===== config.mk =====
export PLATFORM = sky130hd
export DESIGN_NAME = bcd_tens_comp_serial
export DESIGN_NICKNAME = d
export VERILOG_FILES = /design/src/rtl/bcd_tens_comp_serial.sv
export SDC_FILE = /design/constraint.sdc
export NUM_CORES = 1
export LEC_CHECK = 0
export BUFFER_PORTS_ARGS = -buffer_cell sky130_fd_sc_hd__buf_2
export CORE_MARGIN = 2
export CORE_UTILIZATION = 55
export DETAILED_ROUTE_END_ITERATION = 8
export GPL_ROUTABILITY_DRIVEN = 0
export GPL_TIMING_DRIVEN = 0
export PLACE_DENSITY = 0.8
export RECOVER_POWER = 25
export SYNTH_ARGS = -nofsm -noshare
export SYNTH_HDL_FRONTEND = slang
export SYNTH_SLANG_ARGS = --single-unit

===== constraint.sdc =====
create_clock -name clk -period 3.25 [get_ports clk]
set_input_delay 0.4875 -clock clk [delete_from_list [all_inputs] [get_ports clk]]
set_output_delay 0.4875 -clock clk [all_outputs]
set_load 0.02 [all_outputs]

===== src/rtl/bcd_tens_comp_serial.sv =====
// Digit-serial sign-magnitude BCD to ten's-complement converter, LSD first.
// Flags digits above 9 and normalises negative zero to a positive result.
module bcd_tens_comp_serial #(
  parameter int DIGITS = 4
) (
  input  logic                  clk,
  input  logic                  rst,
  input  logic                  in_valid,
  output logic                  in_ready,
  input  logic                  in_sign,
  input  logic [4*DIGITS-1:0]   in_bcd,
  output logic                  out_valid,
  input  logic                  out_ready,
  output logic                  out_sign,
  output logic [4*DIGITS-1:0]   out_bcd,
  output logic                  out_err,
  output logic                  busy
);

  localparam int DATA_W = 4 * DIGITS;
  localparam int CNT_W  = (DIGITS > 1) ? $clog2(DIGITS) : 1;

  typedef enum logic [1:0] {
    S_IDLE,
    S_RUN,
    S_DONE
  } state_t;

  state_t              state;
  state_t              state_nxt;
  logic [CNT_W-1:0]    cnt;
  logic                carry;
  logic                err;
  logic                sign_r;
  logic [DATA_W-1:0]   bcd_r;
  logic [DATA_W-1:0]   res_r;
  logic [3:0]          dig;
  logic [4:0]          step;
  logic                last;
  logic                done;

  // One ten's-complement digit step: {carry_out, digit}. A sum of ten wraps
  // to zero and carries into the next digit.
  function automatic logic [4:0] neg_digit(input logic [3:0] d, input logic cin);
    logic [4:0] t;
    t = 5'd9 - {1'b0, d} + {4'b0000, cin};
    if (t == 5'd10) begin
      return 5'b1_0000;
    end
    return {1'b0, t[3:0]};
  endfunction

  always_comb begin
    dig  = bcd_r[int'(cnt)*4 +: 4];
    step = sign_r ? neg_digit(dig, carry) : {1'b0, dig};
    last = (cnt == CNT_W'(DIGITS - 1));
  end

  always_comb begin
    state_nxt = state;
    case (state)
      S_IDLE: if (in_valid)  state_nxt = S_RUN;
      S_RUN:  if (last)      state_nxt = S_DONE;
      S_DONE: if (out_ready) state_nxt = S_IDLE;
      default:               state_nxt = S_IDLE;
    endcase
  end

  always_ff @(posedge clk) begin
    if (rst) begin
      state <= S_IDLE;
      cnt   <= '0;
      carry <= 1'b0;
      err   <= 1'b0;
    end else begin
      state <= state_nxt;
      case (state)
        S_IDLE: begin
          if (in_valid) begin
            cnt   <= '0;
            carry <= 1'b1;
            err   <= 1'b0;
          end
        end
        S_RUN: begin
          cnt   <= last ? '0 : cnt + CNT_W'(1);
          carry <= step[4];
          if (dig > 4'd9) err <= 1'b1;
        end
        default: ;
      endcase
    end
  end

  // Operand capture and result digits carry no reset; outputs are gated by state.
  always_ff @(posedge clk) begin
    if (state == S_IDLE && in_valid) begin
      sign_r <= in_sign;
      bcd_r  <= in_bcd;
    end
    if (state == S_RUN) begin
      res_r[int'(cnt)*4 +: 4] <= step[3:0];
    end
  end

  always_comb begin
    done      = (state == S_DONE);
    in_ready  = (state == S_IDLE);
    busy      = (state != S_IDLE);
    out_valid = done;
    out_err   = done & err;
    out_bcd   = !done ? '0 : (err ? bcd_r : res_r);
    out_sign  = done & sign_r & (err | (res_r != '0));
  end

endmodule

# --- Word-level counts from Yosys, hierarchy flattened ---
# Cells that the tools add are included.
totals:
  wordCells: 54
  input_bits: 21
  out_inout_bits: 21
  register_bits: 39
op_classes:
  mux: 19
  n_reduce_logical: 8
  n_lt_le_gt_ge: 1
  n_addsub: 4
  shifts: 3
  eq_ne: 8
  n_bitwise: 4
op_table:
  columns: ["op", "count"]
  rows:
  - ["4-bit negation with 33-bit output", 1]
  - ["4-bit by 33-bit variable shift with 16-bit output, first input constant", 1]
  - ["4-bit by 33-bit variable part select with 16-bit output", 1]
  - ["16-bit two-way mux", 2]
  - ["16-bit bitwise mux", 1]
  - ["16-bit nonzero test", 1]
  - ["16-bit by 5-bit variable part select with 4-bit output", 1]
  - ["5-bit two-way mux", 3]
  - ["2-bit two-way mux", 5]
  - ["2-bit inequality test, second input constant", 3]
  - ["2-bit one-hot mux with 3 select lines", 1]
  - ["3-bit AND reduction", 2]
  - ["5-bit by 1-bit adder with 5-bit output", 1]
  - ["5-bit by 4-bit == test with 1-bit output, second input constant", 1]
  - ["4-bit by 4-bit subtractor with 5-bit output, first input constant", 1]
  - ["2-bit == test, second input constant", 2]
  - ["4-bit > comparator, second input constant", 1]
  - ["1-bit two-way mux", 4]
  - ["1-bit one-hot mux with 2 select lines", 2]
  - ["2-bit one-hot mux with 2 select lines", 1]
  - ["2-bit nonzero test", 2]
  - ["1-bit bitwise AND", 3]
  - ["2-bit by 1-bit adder with 2-bit output, second input constant", 1]
  - ["2-bit by 1-bit == test with 1-bit output, second input constant", 1]
  - ["5 further kinds", 5]

# --- Longest topological paths before layout ---
# Gate-level depths: netlist of run 1.
depth:
  ltp_word: 9
  ltp_mapped: 10
  depth_no_buf: 9

# --- Worst setup path before layout of run 1 ---
# Ideal clock, no wire load.
synth_path:
  kind: "reg-to-reg"
  from: "register cnt[0]"
  to: "register carry"
  path_stages_with_launch: 11
  synth_period_minus_slack_ps: 2729
  required_ps: 3181
  setup_time_ps: 69
  arrival_ps: 2661
  n_path_buf: 1
  setup_slack_ps: 521
  cell_sequence: "dfxtp_1 -> buf_6 -> mux4_2 -> inv_1 -> ha_1 -> inv_1 -> ha_1 -> or2_2 -> or3_1 -> or3_1 -> o21ai_1"
synth_between:
  elab_chain_cells: 8
synth_lines:
  columns: ["item", "line", "rtl"]
  rows:
  - ["from (decl)", "31", "logic [CNT_W-1:0] cnt;"]
  - ["from (signal assigned)", "86", "cnt <= last ? '0 : cnt + CNT_W'(1);"]
  - ["16-bit by 5-bit variable part select with 4-bit output", "54", "dig = bcd_r[int'(cnt)*4 +: 4];"]
  - ["4-bit by 4-bit subtractor with 5-bit output", "46", "t = 5'd9 - {1'b0, d} + {4'b0000, cin};"]
  - ["5-bit by 1-bit adder with 5-bit output", "46", null]
  - ["5-bit by 4-bit == test with 1-bit output", "47", "if (t == 5'd10) begin"]
  - ["1-bit two-way mux", "47", null]
  - ["5-bit two-way mux", "50", "return {1'b0, t[3:0]};"]
  - ["5-bit two-way mux", "55", "step = sign_r ? neg_digit(dig, carry) : {1'b0, dig};"]
  - ["1-bit one-hot mux with 2 select lines", "77", "case (state)"]
  - ["to (signal assigned)", "87", "carry <= step[4];"]
  - ["to (decl)", "32", "logic carry;"]
# Every way passes these cells.
# A chain may end at the register's enable or synchronous reset.

# --- Worst setup path in the final report of run 1 ---
layout_path:
  from: "register cnt[0]"
  to: "register res_r[5] (data pin)"
layout_between:
  elab_chain_cells: 9
  word_cells_on_any_way: 11
  classes_between: "3 x add/sub; 1 x eq/ne; 3 x shift; 4 x mux"
layout_lines:
  columns: ["item", "line", "rtl"]
  rows:
  - ["16-bit by 5-bit variable part select with 4-bit output", "54", null]
  - ["4-bit by 4-bit subtractor with 5-bit output", "46", null]
  - ["5-bit by 1-bit adder with 5-bit output", "46", null]
  - ["5-bit by 4-bit == test with 1-bit output", "47", null]
  - ["1-bit two-way mux", "47", null]
  - ["5-bit two-way mux", "50", null]
  - ["5-bit two-way mux", "55", null]
  - ["4-bit by 33-bit variable part select with 16-bit output", "102", "res_r[int'(cnt)*4 +: 4] <= step[3:0];"]
  - ["16-bit bitwise mux (*)", "102", null]
  - ["to (signal, indexed assignment)", "102", null]
  - ["to (decl)", "36", "logic [DATA_W-1:0] res_r;"]
# Mark *: on every way between the ends. The rest lies on a longest branch, timed or not.

==> results of run 1 <==
==> power by group through the flow <==
| stage | combinational (uW) | clock, uW | sequential (uW) |
|---|---|---|---|
| after floorplan | 137 | 0 | 594 |
| after global placement | 178 | 0 | 603 |
| after detailed placement | 183 | 0 | 604 |
| after CTS | 185 | 315 | 593 |
| after global routing | 204 | 335 | 595 |
| final | 186 | 318 | 594 |
==> path summary, 6_finish.rpt <==
kind / start / slack [ps] / depth (start not counted) / endpoint
min: in_bcd[5] / 370 / 1 / bcd_r[5]$_DFFE_PP_
min reg2reg: carry$_SDFFE_PP0P_ / 540 / 2 / carry$_SDFFE_PP0P_
max: cnt[0]$_SDFFE_PP0P_ / 190 / 9 / res_r[5]$_DFFE_PP_
max reg2reg: cnt[0]$_SDFFE_PP0P_ / 190 / 9 / res_r[5]$_DFFE_PP_
==> synthesized netlist by cell type, drive strengths merged <==
cell    count
a21o        1
nor3        3
mux4        4
and2        5
edfxtp     33
nand2       8
dfxtp       6
xor2        1
mux2i      18
buf         4
a21oi       8
a211oi      4
nor2       32
clkbuf      3
nor4b       1
nand4       1
ha          8
nand2b      8
nand3       3
o21ai       2
a31oi       1
and2b       1
or2         1
nor2b       3
a221oi      1
nor4        4
o211ai      1
or3         4
inv         9
o221a       1
mux2        5
==> cell families (layout without fill, tap and decap cells) <==
logic type | after synthesis | count (layout) | synth area share, %
adders and majority gates | 8 | 8 | 4.66
muxes | 27 | 27 | 15.6
buffers and inverters | 16 | 65 | 3.26
AOI/OAI and AO/OA | 19 | 19 | 6.88
xor gates and xnor gates | 1 | 1 | 0.408
DFF | 39 | 39 | 51.8
and+or+nand+nor | 74 | 74 | 17.4
==> metal layers <==
metal  part of all wire (%)  vias to the layer above  track usage (%)
met3                    7.0                        7             6.59
li1                       -                      757                -
met5                      0                        -                0
met1                     42                      750             30.2
met2                     50                       78             40.9
met4                    1.6                        0             7.14
==> stage by stage <==
stage / util (%) / std cells / total power, uW
finish: 67.0 / 281 / 1100
global route: 67.0 / 281 / 1130
CTS: 67.1 / 281 / 1090
detailed placement: 64.9 / 273 / 787
global placement: 64.9 / 273 / 781
floorplan: - / 184 / 732
==> worst reg2reg max path, stage by stage (launching register included) <==
cell     delay, ps
dfxtp_2        450
buf_6          200
mux4_2         550
inv_1           90
ha_1           190
inv_1           70
ha_1           300
or2_2          340
nor3_1         420
a21oi_1        150
==> state kept, by name, summed over array words and instances (netlist names) <==
name    count
sign_r      1
err         1
state       2
carry       1
cnt         2
bcd_r      16
res_r      16
==> layout make-up <==
cell class / instances / area, um2 / share of cell area, %
Clock buffer: 7 / 76.3 / 3.06
Timing Repair Buffer: 41 / 203 / 8.14
Inverter: 9 / 33.8 / 1.36
Clock inverter: 1 / 5.00 / 0.201
Sequential cell: 39 / 1110 / 44.7
Tap cell: 48 / 60.1 / 2.41
Multi-Input combinational cell: 129 / 965 / 38.7
Buffer: 7 / 36.3 / 1.46
==> impl_metrics.csv, run 1 <==
group,metric,value,unit
critical_path,criticalPathCategory,"reg -> reg",
sta,slew_viol_final,0,
run,max_cap_violations,0,
detailed_routing,detailedRoute.firstPassIterationCount,5,
layout,nets,261,
clocking,cts_max_path_buffers,2,
grt,grt_max_degree,19,
critical_path,startpoint_type,"flop",
power_and_ir_drop,sequentialPowerShare,54.1,%
clocking,cts-root-buf,"clkbuf_8",
sta,setup_repair_after_global_routing_missed_its_margin,"false",
floorplan,core_region_area,0.00372,mm2
critical_path,crit_path_cell_trace,"buf_6, mux4_2, inv_1, ha_1, inv_1, ha_1, or2_2, nor3_1, a21oi_1",
floorplan,floorplan.die_area,0.00442,mm2
critical_path,cpPeakStageDelay,550,ps
yosys,synth_cell_type_count,37,
layout,nFillCells,299,
sta,finalHoldViolations,0,
layout,synthToLayoutAreaGrowth,16.1,%
sta,period_minus_slack,3060,ps
power_and_ir_drop,powerDensity,441,mW/mm2
layout,layout.cells.most_common_list,"41 x buf_2, 33 x edfxtp_1, 32 x nor2_1",
layout,post_route_cells_drive_above_1_share,27.9,%
layout,final_common_cell,"buf_2",
run_status,outcome,"completed",
sta,tightestPinTransition,689,ps
clocking,ctsResizeCount,0,
power_and_ir_drop,comb_power_share,16.9,%
clocking,clock_latency,290,ps
yosys,netlist_top_cells_area,"edfxtp_1 46%, mux2i_1 8.4%, dfxtp_1 5.6%",
grt,wire_length_of_the_first_global_routing_pass,7570,um
yosys,combined_area_of_all_synthesized_cells,0.00215,mm2
critical_path,critPathSlowestCell,"mux4_2",
detailed_routing,vias_per_instance,5.67,
power_and_ir_drop,power.static_leakage,0.000987,uW
critical_path,setup.worst_path.end_class,"flop",
detailed_routing,routed_via_count,1592,
detailed_routing,first_iter_violations,132,
critical_path,path_delay_family,"simple AND/OR/NAND/NOR gates",
sta,maxSlewHeadroom,54.0,%
layout,num_antenna_cells,0,
yosys,synth_nets,213,
detailed_routing,detail-route-antenna-nets,0,
place,port-buffer-count,41,
yosys,synth_top_area_share,46.2,%
floorplan,die_extent_in_x,66.5,um
grt,grtUsageTotal,24.1,%
detailed_routing,route.detailed.drc,0,
yosys,synth_cells,184,
yosys,post_synthesis_area_per_instance,11.7,um2
critical_path,critical_path_buffer_and_inverter_count,3,
grt,antenna_violations_before_repair,0,
sta,worst_slack,193,ps
layout,design_area,0.00249,mm2
critical_path,worstPathMaxFanout,10,
sta,max_clock_freq,327,MHz
sta,clock_skew,9.95,ps
critical_path,cp_data_arrival_time,3070,ps
yosys,ys_seq_area_share,51.8,%
yosys,yosysTopAreaCell,"edfxtp_1",
clocking,tritoncts,"done",
clocking,clk_pin_slew,80,ps
power_and_ir_drop,cell_internal_power,802,uW
sta,finalSetupTns,0,ps
yosys,synth.yosys.warnings,0,
power_and_ir_drop,ir_worst_vdd,0.285,mV
floorplan,initial_cell_density_of_the_core,57.7,%
critical_path,crit_required,3260,ps
floorplan,die_height,66.5,um
floorplan,placement_rows,22,
place,cell_area_after_placement,0.00241,mm2
clocking,cts_made_buffers,5,
power_and_ir_drop,clock_power_share,29.0,%
yosys,synth-seq-cells,39,
clocking,ctsHoldBuffers,0,
power_and_ir_drop,switching_power_as_a_share_of_total_power,26.9,%
grt,grt_pass1_vias,1546,
power_and_ir_drop,total_switching_power,296,uW
sta,hold_slack,366,ps
clocking,cts_setup_buffers,0,
sta,setup-violations-final,0,
floorplan,floorplan.io_pins,42,
min_path,hold_class,"in -> reg",
grt,grt_overflow_total,0,
clocking,cts.sink_count,39,
sta,final.period_utilization,94.1,%
place,pre_cts_ws,167,ps
detailed_routing,wirelength,4980,um
place,hpwlAfterDp,3780,um
detailed_routing,post_drt_wl_per_cell,17.7,um
clocking,h_tree_level_count,2,
Note: power is estimated with default switching activity, not from simulation.
==> run 2, diff against run 1 <==
--- a/config.mk
+++ b/config.mk
@@ -7,11 +7,11 @@
 export LEC_CHECK = 0
 export BUFFER_PORTS_ARGS = -buffer_cell sky130_fd_sc_hd__buf_2
 export CORE_MARGIN = 2
-export CORE_UTILIZATION = 55
+export CORE_UTILIZATION = 49
 export DETAILED_ROUTE_END_ITERATION = 8
 export GPL_ROUTABILITY_DRIVEN = 0
 export GPL_TIMING_DRIVEN = 0
-export PLACE_DENSITY = 0.8
+export PLACE_DENSITY = 0.75
 export RECOVER_POWER = 25
 export SYNTH_ARGS = -nofsm -noshare
 export SYNTH_HDL_FRONTEND = slang
==> constraint.sdc (replaced) <==
create_clock -name clk -period 2.75 [get_ports clk]
set_input_delay 0.4125 -clock clk [delete_from_list [all_inputs] [get_ports clk]]
set_output_delay 0.4125 -clock clk [all_outputs]
set_load 0.02 [all_outputs]
==> impl_metrics.csv, run 2 (synthesis gave the netlist of run 1 again) <==
group,metric,value,unit
run_status,outcome,"completed",
sta,clock_skew,13.9,ps
sta,final.period_utilization,96.3,%
place,port-buffer-count,41,
critical_path,worstPathMaxFanout,10,
critical_path,critPathSlowestCell,"mux4_2",
clocking,tritoncts,"done",
critical_path,crit_required,2780,ps
grt,grt_overflow_total,0,
critical_path,crit_path_cell_trace,"buf_12, mux4_2, inv_1, ha_2, and2b_2, a221oi_4, mux2i_1, a21oi_1",
sta,slew_viol_final,0,
power_and_ir_drop,power.static_leakage,0.00101,uW
min_path,holdPathStages,1,
run,max_cap_violations,0,
clocking,cts-root-buf,"clkbuf_8",
detailed_routing,wirelength,4650,um
grt,wire_length_of_the_first_global_routing_pass,7440,um
sta,period_minus_slack,2650,ps
grt,globalRouteMet1Util,27.2,%
sta,setup_repair_after_global_routing_missed_its_margin,"false",
sta,tightestPinTransition,730,ps
power_and_ir_drop,powerDensity,545,mW/mm2
sta,max_clock_freq,378,MHz
clocking,ctsHoldBuffers,0,
clocking,cts_made_buffers,5,
grt,grtUsageTotal,20.0,%
floorplan,floorplan.die_area,0.00492,mm2
floorplan,core_region_area,0.00429,mm2
critical_path,cp.depth,8,
detailed_routing,post_drt_wl_per_cell,16.3,um
critical_path,cpPeakStageDelay,530,ps
layout,nets,262,
layout,final_core_utilization,59.6,%
clocking,clock_latency,300,ps
layout,post_route_cells_drive_above_1_share,29.5,%
clocking,cts.sink_count,39,
detailed_routing,routed_via_count,1555,
layout,synthToLayoutAreaGrowth,19.3,%
grt,grt_max_degree,19,
detailed_routing,route.detailed.drc,0,
clocking,clk_pin_slew,70,ps
detailed_routing,detail-route-antenna-nets,0,
sta,maxSlewHeadroom,51.4,%
layout,num_antenna_cells,0,
detailed_routing,first_iter_violations,83,
grt,antenna_violations_before_repair,0,
clocking,h_tree_level_count,2,
sta,setup-violations-final,0,
detailed_routing,detailedRoute.firstPassIterationCount,5,
critical_path,worst_r2r_startpoint,"cnt[0]$_SDFFE_PP0P_",
power_and_ir_drop,ir_worst_vdd,0.316,mV
critical_path,ff2ff_setup_slack,100,ps
critical_path,criticalPathCategory,"reg -> reg",
critical_path,cp-startpoint,"cnt[0]$_SDFFE_PP0P_",
layout,final_common_cell,"buf_2",
critical_path,setup.worst_path.end_class,"flop",
critical_path,startpoint_type,"flop",
min_path,hold_class,"in -> reg",
critical_path,timing.rr.end,"res_r[1]$_DFFE_PP_",
place,hpwlAfterDp,3510,um
clocking,cts_max_path_buffers,2,
floorplan,placement_rows,24,
grt,global_route.usage.met3,5.63,%
sta,finalHoldViolations,0,
grt,gr-usage-met2,32.2,%
layout,largestRegisters,"bcd_r: 16 flops, res_r: 16 flops",
critical_path,critical_path_buffer_and_inverter_count,2,
critical_path,setup.worst_path.end,"res_r[1]$_DFFE_PP_",
grt,grt_pass1_vias,1470,
place,cell_area_after_placement,0.00242,mm2
floorplan,initial_cell_density_of_the_core,50.0,%
floorplan,die_extent_in_x,70.2,um
detailed_routing,vias_per_instance,5.44,
grt,layer_carrying_the_most_global_route_usage,"met2",
floorplan,floorplan.io_pins,42,
critical_path,path_delay_family,"multiplexers",
critical_path,cp_data_arrival_time,2670,ps
layout,design_area,0.00256,mm2
floorplan,die_height,70.2,um
layout,layout.cells.most_common_list,"42 x buf_2, 33 x edfxtp_1, 32 x nor2_1",
sta,finalSetupTns,0,ps
critical_path,worst-r2r-cell-count,8,
run 2: cell count changes in the layout (fill, tap and decap cells not counted), sizes merged:
cell	before	now
buf	43	44
bufinv	0	1
clkinv	1	0
run 2: metal layers:
metal,share of wire (%),routed length (um)
met1,45,2110
met2,48,2230
met3,5.7,267
met4,0.90,42
met5,0,0
run 2: metrics by stage:
stage	hold WS (ps)	worst slack [ps]	total power [uW]	cells
4_1_cts	286	3.79	1400	286
3_3_place_gp	507	-269	925	277
5_1_grt	278	6.80	1450	286
3_5_place_dp	519	-297	927	277
6_report	290	103	1400	286
2_1_floorplan	472	20.6	865	184
run 2: report_power, final:
group / switching (uW) / leakage, uW / internal (uW)
clock: 195 / 0.0000524 / 271
combinational: 130 / 0.000601 / 101
sequential: 21.1 / 0.000358 / 676
total: 346 / 0.00101 / 1050
run 2: worst min-delay path by stage:
stage	slack, ps	startpoint	end
2_1_floorplan	470	carry$_SDFFE_PP0P_	carry$_SDFFE_PP0P_
3_3_place_gp	510	carry$_SDFFE_PP0P_	carry$_SDFFE_PP0P_
3_5_place_dp	520	carry$_SDFFE_PP0P_	carry$_SDFFE_PP0P_
4_1_cts	290	in_bcd[9]	bcd_r[9]$_DFFE_PP_
5_1_grt	280	in_bcd[15]	bcd_r[15]$_DFFE_PP_
6_report	290	in_bcd[9]	bcd_r[9]$_DFFE_PP_
run 2: timing repair:
| action | in CTS | in global routing |
|---|---|---|
| buffers inserted | 1 | 0 |
| cloned | 0 | 0 |
| endpoints found under the setup margin | 9 | 9 |
| resized for setup | 5 | 4 |
| pin swaps | 0 | 1 |
run 2: cell type report:
cell class	instances	area, um2
Fill cell	378	1730
Sequential cell	39	1110
Multi-Input combinational cell	129	983
Timing Repair Buffer	42	209
Clock buffer	7	76.3
Tap cell	52	65.1
Buffer	7	47.5
Inverter	9	33.8
Clock inverter	1	30.0
